===== src/rtl/latent_decoder_neuron_pkg.sv =====
// ---------------------------------------------------------------------------
// latent_decoder_neuron_pkg
// Shared definitions for the latent decoder neuron:
//   - default data / fraction widths and the matching Q-format saturation limits
//   - FSM state encoding (IDLE / ACCUM / BIAS / OUT)
//   - sat_round: arithmetic right shift (floor) followed by saturation
// ---------------------------------------------------------------------------
package latent_decoder_neuron_pkg;

    localparam int DATA_W_DEF = 16;
    localparam int FRAC_W_DEF = 8;

    localparam logic signed [DATA_W_DEF-1:0] SAT_MAX_DEF = 16'sh7FFF;
    localparam logic signed [DATA_W_DEF-1:0] SAT_MIN_DEF = 16'sh8000;

    typedef enum logic [1:0] {
        ST_IDLE  = 2'd0,
        ST_ACCUM = 2'd1,
        ST_BIAS  = 2'd2,
        ST_OUT   = 2'd3
    } state_t;

    // Drops frac_w fraction bits with floor rounding (arithmetic shift), then
    // clamps to the signed data_w range. The accumulator is handed in
    // sign-extended to 64 bits so the helper works for any data_w up to 31.
    function automatic logic signed [63:0] sat_round(
        input logic signed [63:0] acc,
        input int                 frac_w,
        input int                 data_w
    );
        logic signed [63:0] shifted;
        logic signed [63:0] max_v;
        logic signed [63:0] min_v;
        shifted = acc >>> frac_w;
        max_v   = (64'sd1 <<< (data_w - 1)) - 64'sd1;
        min_v   = -(64'sd1 <<< (data_w - 1));
        if (shifted > max_v) begin
            return max_v;
        end else if (shifted < min_v) begin
            return min_v;
        end else begin
            return shifted;
        end
    endfunction

endpackage


===== src/rtl/latent_decoder_neuron_fxp_mac.sv =====
// ---------------------------------------------------------------------------
// latent_decoder_neuron_fxp_mac
// Registered signed multiply-accumulate with synchronous clear.
// Ports:
//   clk       rising-edge clock
//   reset     synchronous active-high reset, clears the accumulator
//   clr       clear accumulator on the next edge (has priority over en)
//   en        accumulate a*b on the next edge
//   a, b      signed DATA_W operands
//   acc_next  combinational acc + a*b (lets the owner see the post-add value)
//   acc       registered accumulator
// ---------------------------------------------------------------------------
module latent_decoder_neuron_fxp_mac #(
    parameter int DATA_W = 16,
    parameter int ACC_W  = 33
) (
    input  logic                     clk,
    input  logic                     reset,
    input  logic                     clr,
    input  logic                     en,
    input  logic signed [DATA_W-1:0] a,
    input  logic signed [DATA_W-1:0] b,
    output logic signed [ACC_W-1:0]  acc_next,
    output logic signed [ACC_W-1:0]  acc
);

    logic signed [2*DATA_W-1:0] prod;
    logic signed [ACC_W-1:0]    acc_q;
    logic signed [ACC_W-1:0]    acc_d;

    always_comb begin
        prod     = a * b;
        acc_next = acc_q + ACC_W'(prod);
        acc_d    = acc_q;
        if (clr) begin
            acc_d = '0;
        end else if (en) begin
            acc_d = acc_next;
        end
    end

    always_ff @(posedge clk) begin
        if (reset) begin
            acc_q <= '0;
        end else begin
            acc_q <= acc_d;
        end
    end

    assign acc = acc_q;

endmodule


===== src/rtl/latent_decoder_neuron.sv =====
// ---------------------------------------------------------------------------
// latent_decoder_neuron
// One decoder neuron y = act(sum_i W[i]*z[i] + BIAS), signed fixed point,
// computed with a serial MAC (one sample per accepted handshake).
// Ports:
//   clk        rising-edge clock
//   reset      synchronous active-high reset
//   in_valid   in_data valid
//   in_ready   sample accepted this cycle when in_valid is also high
//   in_data    latent sample z[i], delivered in index order
//   out_valid  out_data valid, held until out_ready
//   out_ready  downstream accepts out_data
//   out_data   neuron output y
//   busy       high whenever the FSM is not idle
// FRAC_W must be at most DATA_W-2: the bias is scaled by multiplying it with
// 1.0 in the Q format, which has to be representable as a positive DATA_W value.
// ---------------------------------------------------------------------------
module latent_decoder_neuron
    import latent_decoder_neuron_pkg::*;
#(
    parameter int                       N_IN    = 2,
    parameter int                       DATA_W  = DATA_W_DEF,
    parameter int                       FRAC_W  = FRAC_W_DEF,
    parameter logic [N_IN*DATA_W-1:0]   WEIGHTS = {N_IN{16'sh0100}},
    parameter logic signed [DATA_W-1:0] BIAS    = 16'sh0000,
    parameter int                       ACT     = 1
) (
    input  logic              clk,
    input  logic              reset,
    input  logic              in_valid,
    output logic              in_ready,
    input  logic [DATA_W-1:0] in_data,
    output logic              out_valid,
    input  logic              out_ready,
    output logic [DATA_W-1:0] out_data,
    output logic              busy
);

    localparam int ACC_W = 2*DATA_W + $clog2(N_IN) + 1;
    localparam int IDX_W = (N_IN > 1) ? $clog2(N_IN) : 1;
    localparam logic signed [DATA_W-1:0] ONE_Q = DATA_W'(1) << FRAC_W;

    // Unpack the weight vector into an indexable table.
    logic signed [DATA_W-1:0] w_arr [0:N_IN-1];

    genvar gi;
    generate
        for (gi = 0; gi < N_IN; gi++) begin : g_w
            assign w_arr[gi] = WEIGHTS[gi*DATA_W +: DATA_W];
        end
    endgenerate

    state_t             state_q, state_d;
    logic [IDX_W-1:0]   idx_q, idx_d;
    logic               in_ready_q, in_ready_d;
    logic               out_valid_q, out_valid_d;
    logic [DATA_W-1:0]  out_data_q, out_data_d;
    logic               busy_q, busy_d;

    logic                     mac_clr;
    logic                     mac_en;
    logic signed [DATA_W-1:0] mac_a;
    logic signed [DATA_W-1:0] mac_b;
    logic signed [ACC_W-1:0]  acc_next;
    logic signed [ACC_W-1:0]  acc;

    logic                     transfer;
    logic                     last_idx;
    logic signed [DATA_W-1:0] sat_res;

    latent_decoder_neuron_fxp_mac #(
        .DATA_W (DATA_W),
        .ACC_W  (ACC_W)
    ) u_mac (
        .clk      (clk),
        .reset    (reset),
        .clr      (mac_clr),
        .en       (mac_en),
        .a        (mac_a),
        .b        (mac_b),
        .acc_next (acc_next),
        .acc      (acc)
    );

    assign transfer = in_valid & in_ready_q;
    assign last_idx = (idx_q == IDX_W'(N_IN - 1));

    always_comb begin
        state_d     = state_q;
        idx_d       = idx_q;
        out_valid_d = out_valid_q;
        out_data_d  = out_data_q;
        mac_clr     = 1'b0;
        mac_en      = 1'b0;
        mac_a       = '0;
        mac_b       = '0;
        sat_res     = DATA_W'(sat_round(64'(acc_next), FRAC_W, DATA_W));

        case (state_q)
            ST_IDLE, ST_ACCUM: begin
                if (transfer) begin
                    mac_en = 1'b1;
                    mac_a  = in_data;
                    mac_b  = w_arr[idx_q];
                    if (last_idx) begin
                        idx_d   = '0;
                        state_d = ST_BIAS;
                    end else begin
                        idx_d   = idx_q + IDX_W'(1);
                        state_d = ST_ACCUM;
                    end
                end
            end
            ST_BIAS: begin
                // BIAS * 1.0 == BIAS << FRAC_W, reusing the multiplier path.
                // The post-add value is rounded straight into the output
                // register so out_valid rises two cycles after the last sample.
                mac_en      = 1'b1;
                mac_a       = BIAS;
                mac_b       = ONE_Q;
                out_valid_d = 1'b1;
                if ((ACT == 1) && sat_res[DATA_W-1]) begin
                    out_data_d = '0;
                end else begin
                    out_data_d = sat_res;
                end
                state_d = ST_OUT;
            end
            ST_OUT: begin
                if (out_ready) begin
                    out_valid_d = 1'b0;
                    mac_clr     = 1'b1;
                    state_d     = ST_IDLE;
                end
            end
            default: begin
                state_d = ST_IDLE;
            end
        endcase

        in_ready_d = (state_d == ST_IDLE) || (state_d == ST_ACCUM);
        busy_d     = (state_d != ST_IDLE);
    end

    always_ff @(posedge clk) begin
        if (reset) begin
            state_q     <= ST_IDLE;
            idx_q       <= '0;
            in_ready_q  <= 1'b1;
            out_valid_q <= 1'b0;
            out_data_q  <= '0;
            busy_q      <= 1'b0;
        end else begin
            state_q     <= state_d;
            idx_q       <= idx_d;
            in_ready_q  <= in_ready_d;
            out_valid_q <= out_valid_d;
            out_data_q  <= out_data_d;
            busy_q      <= busy_d;
        end
    end

    assign in_ready  = in_ready_q;
    assign out_valid = out_valid_q;
    assign out_data  = out_data_q;
    assign busy      = busy_q;

endmodule


===== config.mk =====
export PLATFORM = sky130hd
export DESIGN_NAME = latent_decoder_neuron
export DESIGN_NICKNAME = d
export VERILOG_FILES = /design/src/rtl/latent_decoder_neuron_pkg.sv /design/src/rtl/latent_decoder_neuron_fxp_mac.sv /design/src/rtl/latent_decoder_neuron.sv
export SDC_FILE = /design/constraint.sdc
export NUM_CORES = 1
export LEC_CHECK = 0
export CORE_MARGIN = 2
export CORE_UTILIZATION = 62
export CTS_CLUSTER_SIZE = 10
export DETAILED_ROUTE_END_ITERATION = 16
export PLACE_DENSITY = 0.86
export SYNTH_ARGS = -nofsm -noshare
export SYNTH_HDL_FRONTEND = slang
export SYNTH_SLANG_ARGS = --single-unit
export TNS_END_PERCENT = 20

===== constraint.sdc =====
create_clock -name clk -period 14.2 [get_ports clk]
set_input_delay 2.84 -clock clk [delete_from_list [all_inputs] [get_ports clk]]
set_output_delay 2.84 -clock clk [all_outputs]
set_load 0.05 [all_outputs]

==> flow_summary_export.csv <==
group,metric,value,unit
timing,drv_slew,0,
timing,fmax,0.1196,GHz
cts,post_cts_buffers,0,
timing,finalCriticalPeriod,8.362,ns
status,status,"finished clean",
synthesis,avgSynthCellArea,8.338,sq um
critical_path,endpoint,"out_data[8]",
critical_path,cp_slowest_cell,"nor2_1",
routing,wl,8.585,mm
global_routing,grt_usage,0.2810,
routing,via_count,3297,
timing,tns,0,ns
critical_path,cp-end-kind,"flop",
cells_and_area,finalInstanceArea,0.004169,sq mm
timing,clock-skew-final,0.004362,ns
cts,post_cts_resized,0,
critical_path,max_stage_delay,0.89,ns
cells_and_area,antenna_cells,0,
cells_and_area,postLayoutCoreUtil,0.7434,
routing,ant_nets,0,
routing,detailedRoute.firstPassIterationCount,5,
synthesis,synth-edff-count,0,
critical_path,path_cells,"clkdlybuf4s50_1, nand2_1, nor2_1, and2_1, ha_1, ha_1, ha_1, nand2_1, o21ai_0, a41oi_1, a31oi_1, xnor2_1, or4b_1, or4_1, nor4_1, buf_4, a221oi_1",
global_routing,grt.overflow.total,0,
placed_design,place.port_buffers,37,
routing,dr.first_iter.drc_count,198,
cts,hold_buffers,0,
routing,drc_errors,0,
global_routing,antenna_found_initial,0,
power,ir_worst_vdd,0.08069,mV
synthesis,ys_seq_elements,47,
critical_path,rrSetupSlack,8.48,ns
global_routing,grt_pass1_wl,14.33,mm
critical_path,crit_start,"in_valid",
synthesis,async_flop_share,0,
cells_and_area,fillers,423,
cts,cts_tree,"done",
cells_and_area,areaGrowthSynthToFinish,14.15,%
power,p_leak,1.952,nW
timing,setup_viol,0,
synthesis,synthCells,438,
cts,root_buffer,"clkbuf_8",
synthesis,synth_nets,531,
global_routing,grt_start_max_net_pins,30,
synthesis,yosys_warnings,0,
flow_run,max-cap-violations,0,
synthesis,synth_top_area_frac,0.2576,
cts,cts_made_buffers,5,
power,powerDensity,109.8,mW/mm^2
cts,clk_latency,0.31,ns
global_routing,first_global_vias,3102,
critical_path,crit_required,14.36,ns
timing,fin_crit_sh,0.5889,
cts,htree_levels,2,
synthesis,syn-cell-area,0.003652,sq mm
critical_path,worst_r2r_endpoint,"out_data[8]",
min_path,hp-class,"reg -> reg",
critical_path,critPathMostFrequentCell,"ha_1",
die,start_util,0.6513,
die,ios,39,
cells_and_area,layout-drive-gt1-share,0.05591,
critical_path,crit_fanout,18,
synthesis,yosysTopAreaCell,"dfxtp_1",
critical_path,reg2reg_depth,16,
synthesis,synth_flop_cell,"dfxtp_1",
cells_and_area,nNetsFinal,557,
synthesis,synth.yosys.seq_area_share,0.2576,
timing,slew_headroom,0.2164,
synthesis,synth_common_cells,"ha_1, nand2_1, a21oi_1",
timing,setup_ws,5.838,ns
die,rows,27,
die,die_h,80.75,microns
die,core_area,0.005608,sq mm
critical_path,crit_path_start_kind,"input pin",
routing,wl_per_cell,15.99,microns
synthesis,ys_top_cells_by_area,"dfxtp_1, ha_1, nand2_1",
critical_path,path_class,"in -> reg",
placed_design,detailed_place_hpwl,6.440,mm
timing,finalHoldViolCount,0,
critical_path,r2r-start,"in_ready",
placed_design,placed_cell_area,0.004053,sq mm
placed_design,dp_worst_setup_slack,5.624,ns
die,die-width,80.75,microns
die,fp.dieArea,0.006521,sq mm
cts,cts.path.max_buffers,2,
cts,cts_sinks,47,
critical_path,crit_arrival,8.52,ns
timing,rsz0062_at_grt,"no",
cts,path_clk_slew,0.10,ns
timing,tightest_slew,1.171,ns
synthesis,synthDistinctLibCells,49,
placed_design,place_congestion,0.9446,
routing,drt-vias-per-instance,6.140,
-- layer usage --
layer,routed length [microns],share of wire,up-vias,global-route usage
li1,-,-,1628,-
met1,3805,0.44,1518,0.3638
met2,4082,0.48,134,0.4867
met3,556,0.065,17,0.03778
met4,140,0.016,0,0.08814
met5,0,0,-,0
-- worst min path at each step --
stage	start	end	slack (ns)	cells past startpoint
3_5_place_dp	u_mac.acc[8]	u_mac.acc[8]	0.45	2
5_1_grt	u_mac.acc[18]	u_mac.acc[18]	0.48	2
6_report	u_mac.acc[21]	u_mac.acc[21]	0.46	2
2_1_floorplan	u_mac.acc[10]	u_mac.acc[10]	0.44	2
3_3_place_gp	u_mac.acc[8]	u_mac.acc[8]	0.44	2
4_1_cts	u_mac.acc[18]	u_mac.acc[18]	0.47	2
-- layout by cell type (no fill, tap or decap), drive strengths merged, types with 3 or more instances in the layout --
cell           instances
a211oi                 6
clkdlybuf4s50         37
nand2                 72
or2                    5
nor2b                  4
buf                    4
dfxtp                 47
nor2                  15
ha                    72
a31oi                  4
a221oi                12
xor2                   9
nor4                   3
a21o                   6
a21oi                 49
xnor2                 15
clkbuf                 5
and2                  18
nand3                 17
and3                   9
o21ai                 14
o21a                   6
inv                    5
nor3                   3
nand4                  4
-- where the power goes --
group / internal, mW / switching (mW)
clock network: 0.0535 / 0.0522
logic: 0.0733 / 0.121
registers: 0.148 / 0.0100
-- metrics by stage --
stage               hold WS [ns]  cells  power (mW)
finish                    0.4645    537      0.4577
global placement          0.4422    529      0.3435
global route              0.4780    537      0.4841
floorplan                 0.4362    438      0.2997
CTS                       0.4663    537      0.4559
detailed placement        0.4510    529      0.3506
-- kinds of logic after synthesis --
| logic type | after synthesis | share of synthesized area |
|---|---|---|
| and+or+nand+nor | 156 | 0.2038 |
| AOI/OAI and AO/OA | 109 | 0.1936 |
| adders and majority gates | 73 | 0.2521 |
| DFF | 47 | 0.2576 |
| buffers and inverters | 26 | 0.02878 |
| xor gates and xnor gates | 24 | 0.05756 |
| muxes | 2 | 0.005482 |
| other | 1 | 0.001027 |
-- registers in the layout, summed over array words and instances, names as in the netlist --
name,cells
busy,1
idx_q,1
in_ready,1
out_data,15
out_valid,1
state_q,2
u_mac.acc,26
-- critical path, delay by kind of cell --
kind	cells	cell delay [ns]
buffers and inverters	2	0.74
AOI/OAI and AO/OA	4	0.79
adders and majority gates	3	1.07
xor gates and xnor gates	1	0.19
and+or+nand+nor	7	2.87
-- layout make-up --
cell class	instances	area (sq um)	area share
multi-input cells	365	2606	0.6251
flip-flops and latches	47	940.9	0.2257
repair buffers	41	400.4	0.09604
well taps	72	90.09	0.02161
clock buffers	5	68.82	0.01651
clock inverters	3	47.55	0.01140
inverters	4	15.01	0.003601
(Power assumes the default switching activity.)
